File: src/rtl/piso_pkg.sv
// Shared constants and helpers for the PISO/SIPO serialiser family.
package piso_pkg;

  localparam int PISO_LSB_FIRST = 0;
  localparam int PISO_MSB_FIRST = 1;

  // Bit-counter width needed to hold (WIDTH - 1).
  function automatic int piso_cnt_w(input int width);
    return $clog2(width);
  endfunction

endpackage

File: src/rtl/piso_shift_param.sv
// Parametrised parallel-in/serial-out shifter with a valid/ready load port and stallable serial side.
// A word offered during the last bit of a frame is accepted on that edge, giving gapless frames.
module piso_shift_param
  import piso_pkg::*;
#(
  parameter int WIDTH     = 8,
  parameter int MSB_FIRST = PISO_LSB_FIRST
) (
  input  logic             clock,
  input  logic             reset,
  input  logic             load_valid,
  output logic             load_ready,
  input  logic [WIDTH-1:0] load_data,
  input  logic             shift_en,
  output logic             serial_out,
  output logic             serial_valid,
  output logic             serial_last,
  output logic             busy
);

  localparam int CNT_W = piso_cnt_w(WIDTH);

  logic [WIDTH-1:0] sr;
  logic [WIDTH-1:0] sr_shifted;
  logic [CNT_W-1:0] cnt;
  logic             vld;
  logic             last_bit;
  logic             accept;
  logic             consume;

  assign last_bit   = (cnt == '0);
  assign load_ready = reset && (!vld || (shift_en && last_bit));
  assign accept     = load_valid && load_ready;
  assign consume    = vld && shift_en;

  assign sr_shifted = (MSB_FIRST == PISO_MSB_FIRST) ? {sr[WIDTH-2:0], 1'b0}
                                                    : {1'b0, sr[WIDTH-1:1]};

  // Outputs are forced low as soon as reset is held, before the clearing edge.
  assign serial_valid = reset && vld;
  assign serial_out   = serial_valid &&
                        ((MSB_FIRST == PISO_MSB_FIRST) ? sr[WIDTH-1] : sr[0]);
  assign serial_last  = serial_valid && last_bit;
  assign busy         = serial_valid;

  always_ff @(posedge clock) begin
    if (!reset) begin
      sr  <= '0;
      cnt <= '0;
      vld <= 1'b0;
    end else if (accept) begin
      sr  <= load_data;
      cnt <= CNT_W'(WIDTH - 1);
      vld <= 1'b1;
    end else if (consume) begin
      if (!last_bit) begin
        sr  <= sr_shifted;
        cnt <= cnt - CNT_W'(1);
      end else begin
        sr  <= '0;
        vld <= 1'b0;
      end
    end
  end

endmodule

File: config.mk
export PLATFORM = sky130hd
export DESIGN_NAME = piso_shift_param
export DESIGN_NICKNAME = d
export VERILOG_FILES = /design/src/rtl/piso_pkg.sv /design/src/rtl/piso_shift_param.sv
export SDC_FILE = /design/constraint.sdc
export NUM_CORES = 1
export LEC_CHECK = 0
export CAP_MARGIN = 10
export CORE_AREA = 5 5 42 44
export CTS_BUF_LIST = sky130_fd_sc_hd__clkbuf_16
export DETAILED_ROUTE_END_ITERATION = 12
export DIE_AREA = 0 0 47 49
export PLACE_DENSITY = 0.74
export SLEW_MARGIN = 20
export SYNTH_ARGS = -nofsm -noshare
export SYNTH_HDL_FRONTEND = slang
export SYNTH_SLANG_ARGS = --single-unit
File: constraint.sdc
create_clock -name clock -period 3 [get_ports clock]
set_input_delay 0.75 -clock clock [delete_from_list [all_inputs] [get_ports clock]]
set_output_delay 0.75 -clock clock [all_outputs]
set_load 0.02 [all_outputs]
## After elaboration in Yosys (flattened, before gate mapping)

Index checks and enable logic that the tools add are counted.

| word-level totals | value |
|---|---|
| bits in registers | 12 |
| logic and storage cells | 28 |

| cells by class | value |
|---|---|
| $add $sub $neg | 1 |
| equal/unequal tests | 1 |
| multiplexer cells | 9 |
| reductions and logical operators | 14 |

Operators with widths:

| cell | count |
|---|---|
| $mux W8 | 2 |
| $mux W3 | 3 |
| $logic_and A1 B1 Y1 | 7 |
| $mux W7 | 1 |
| $reduce_and A2 Y1 | 2 |
| $reduce_bool A2 Y1 | 2 |
| $logic_not A3 Y1 | 1 |
| $mux W1 | 3 |
| $sub A3 B1 Y3 const B | 1 |
| $ne A2 B1 Y1 const B | 1 |
| $logic_not A1 Y1 | 1 |
| $logic_or A1 B1 Y1 | 1 |

## Depth between registers and ports, before layout

| logic depth | value |
|---|---|
| depth after elaboration | 7 |
| depth in mapped cells | 6 |
| depth with buffers taken out | 6 |

## Least setup slack after synthesis

Ideal clock, no wire load.

| path | value |
|---|---|
| kind | in2out |
| from | in reset |
| to | out serial_last |
| arrival | 1.469 ns |
| required time | 2.250 ns |
| path slack | 0.781 ns |
| stages | 3 |
| path buffers | 1 |
| cell sequence | clkbuf_1 -> and2_2 -> and2_1 |

| on the way | value |
|---|---|
| longest elaborated chain between the ends | 2 |

Ends and longest elaborated chain:

| what | RTL line | source |
|---|---|---|
| start, declared | piso_shift_param.sv:10 | `input logic reset,` |
| $logic_and A1 B1 Y1 | piso_shift_param.sv:40 | `assign serial_valid = reset && vld;` |
| named net busy | piso_shift_param.sv:18 | `output logic busy` |
| $logic_and A1 B1 Y1 | piso_shift_param.sv:43 | `assign serial_last = serial_valid && last_bit;` |
| end, declared | piso_shift_param.sv:17 | `output logic serial_last,` |

The timed path passes the listed nets, and every way through them passes these cells.

## Worst setup path in the final report

| path | value |
|---|---|
| from | in reset |
| to | out serial_last |

| on the way | value |
|---|---|
| longest elaborated chain between the ends | 2 |

Ends and longest elaborated chain:

| what | RTL line |
|---|---|
| $logic_and A1 B1 Y1 | piso_shift_param.sv:40 |
| $logic_and A1 B1 Y1 | piso_shift_param.sv:43 |

Every way passes these cells.

==> results_dict.tcl <==
set metrics [dict create \
    status "finished, final reports clean" \
    final_common_cell "clkdlybuf4s50_1" \
    highest_layer "met4" \
    final_area_sq_um 875 \
    p_sw_share_pct 24.0 \
    syn_area_sq_um 612 \
    worstRegToRegCells 7 \
    dieArea_sq_um 2300 \
    r2r_slack_ns 1.29 \
    place_area_sq_um 796 \
    n_antenna_cell 0 \
    slew_viol_final 0 \
    antenna_found_initial 0 \
    hp-class "reg2reg" \
    final.setup_skew_ns 0.00112 \
    internal-power_uw 407 \
    place_congestion 0.774 \
    yosysUniqueCellTypes 26 \
    crit_path_end "serial_last" \
    detail-route-antenna-nets 0 \
    firstDrtPassIters 5 \
    track_usage_pct 13.2 \
    fin_util_pct 62.4 \
    hold_ws_ns 0.476 \
    clkSlewWorstSetupHoldPaths_ns 0.04 \
    die_y_um 49 \
    insertion_delay_ns 0.24 \
    finalSetupViolCount 0 \
    seq_power_share_pct 35.2 \
    relSlewSlack_pct 73.6 \
    wl_met3_um 63 \
    clkPwrFrac_pct 45.2 \
    hpwl_um 1020 \
    cts_setup_buffers 0 \
    drt_iter0_drc 19 \
    worst_slack_ns 0.109 \
    clock_path_buffers 2 \
    p_comb_share_pct 19.7 \
    cts-root-buf "clkbuf_16" \
    max_freq_mhz 346 \
    multi_input_area_sq_um 345 \
    vias 576 \
    core_area_sq_um 1400 \
    total_power_uw 536 \
    routed_wl_um 1400 \
    p_leak_nw 0.412 \
    wl_met1_um 606 \
    cts_resized 0 \
    crit_type "in2out" \
    grt.overflow.total 0 \
    grt_pass1_wl_um 2230 \
    synth_top_area_cell "dfxtp_1" \
    setup-tns-final_ns 0 \
    crit_top_cell "clkdlybuf4s50_1" \
    io_buffer_count 16 \
    yosysSeqAreaShare_pct 39.3 \
    critPathRequiredTime_ns 2.25 \
    synth_top_area_share_pct 39.3 \
    cp-end-kind "output port" \
    slowest_stage "clkdlybuf4s50_1" \
    syn_to_final_growth_pct 42.9 \
    yosys_warnings 0 \
    viasPerCell 5.59 \
    reg2reg_to "sr[4]" \
    crit_path_start "reset" \
    hold_violations 0 \
    wl_per_cell_um 13.6 \
    crit_chain "clkdlybuf4s50_1, and2_2, and2_1, clkdlybuf4s50_1" \
    min_from "sr[2]" \
    grt_start_max_net_pins 10 \
    htree_levels 1 \
    layout-drive-gt1-share_pct 16.1 \
    fin_nets 102 \
    power-per-cell-area_nw_per_um2 613 \
    p_sw_uw 129 \
    clkSinkCount 12 \
    grt_pass1_vias 521 \
    critical_path_arrival_ns 2.14 \
    std_cell_rows 14 \
    met2_length_um 706 \
    final_cell_mix "clkdlybuf4s50_1 (16), dfxtp_1 (12), nor2_1 (6), o22ai_1 (6), nand2_1 (5)" \
    hold_buffers 0 \
    synthCells 67 \
    die_w_um 47 \
    io_pins 17 \
    crit_fanout 4 \
    post-route-min-period_ns 2.89 \
    layoutNonFillerInstCount 103 \
    ir_drop_uv 392 \
    post-route-period-util_pct 96.4 \
    cp-start-kind "input port" \
    synth_seq_cells 12 \
    cts_tree "done" \
    maxCapViolCount 0 \
    yosys-top-cells-area "dfxtp_1 (39%), o211a_1 (6.5%), o22ai_1 (6.1%)" \
    numCtsBuffers 3 \
    nFillCells 134 \
    grt_setup_unrepaired "no" \
    syn-num-nets 81 \
    start_util_pct 43.7 \
    dp_cells 99 \
    syn_avg_cell_area_sq_um 9.13 \
    drcViolationCount 0 \
    dp_slack_ns 0.102 \
    tightest_slew_ns 0.394 \
    slowest_delay_ns 0.60 \
    final-seq-area_sq_um 240 \
    timing.rr.start "cnt[0]" \
]
[cells by family (layout without fill, tap and decap cells)]
group / Yosys count / after routing / synth area share [%]
simple gates: 23 / 23 / 19.8
compound gates: 21 / 21 / 27.8
flops: 12 / 12 / 39.3
buf+inv: 6 / 26 / 4.29
fa+ha+maj: 2 / 2 / 4.09
mux: 2 / 2 / 3.27
xor+xnor: 1 / 1 / 1.43
[layout make-up]
type | count | area share, %
Clock buffer | 3 | 8.58
Clock inverter | 1 | 0.429
Inverter | 4 | 1.72
Multi-Input combinational cell | 49 | 39.5
Sequential cell | 12 | 27.5
Tap cell | 16 | 2.29
Timing Repair Buffer | 18 | 20.0
[Yosys cell counts]
cell	count
inv_1	4
or2b_1	1
a22o_2	1
a21boi_4	1
o211a_1	4
nand2_2	1
clkbuf_1	1
and3_2	1
o21ai_1	1
a21o_2	1
dfxtp_1	12
mux2i_1	2
and2_2	1
nor2b_2	1
and3_1	3
and2_1	1
ha_1	2
xnor2_1	1
a21oi_1	4
nor2_1	6
nand3_1	1
buf_4	1
nand2_1	5
o22ai_1	6
nor2_2	2
a221o_1	3
[how the worst min path moves through the flow]
stage	end	slack, ns	cells after the start
5_1_grt	sr[3]	0.51	1
3_5_place_dp	sr[2]	0.47	1
6_report	sr[2]	0.48	1
3_3_place_gp	sr[2]	0.47	1
2_1_floorplan	sr[2]	0.45	1
4_1_cts	sr[2]	0.48	1
[metal layers]
layer,track usage [%],up-vias
li1,-,285
met1,15.6,276
met2,21.0,11
met3,3.32,4
met4,6.91,0
met5,0,-
[critical path: cells and delay by family]
kind          cells  cell delay (ns)
buf+inv           2             1.11
simple gates      2             0.29
[power groups by stage]
stage	clock network (mW)	registers, mW	logic, mW
final	0.242	0.189	0.105
after global routing	0.255	0.190	0.116
after CTS	0.248	0.188	0.107
after detailed placement	0	0.191	0.105
after global placement	0	0.190	0.103
after floorplan	0	0.188	0.0681
[registers in the layout (all words and copies together), names as in the netlist]
| name | count |
|---|---|
| vld | 1 |
| sr | 8 |
| cnt | 3 |
Power figures use the tool's default switching activity.
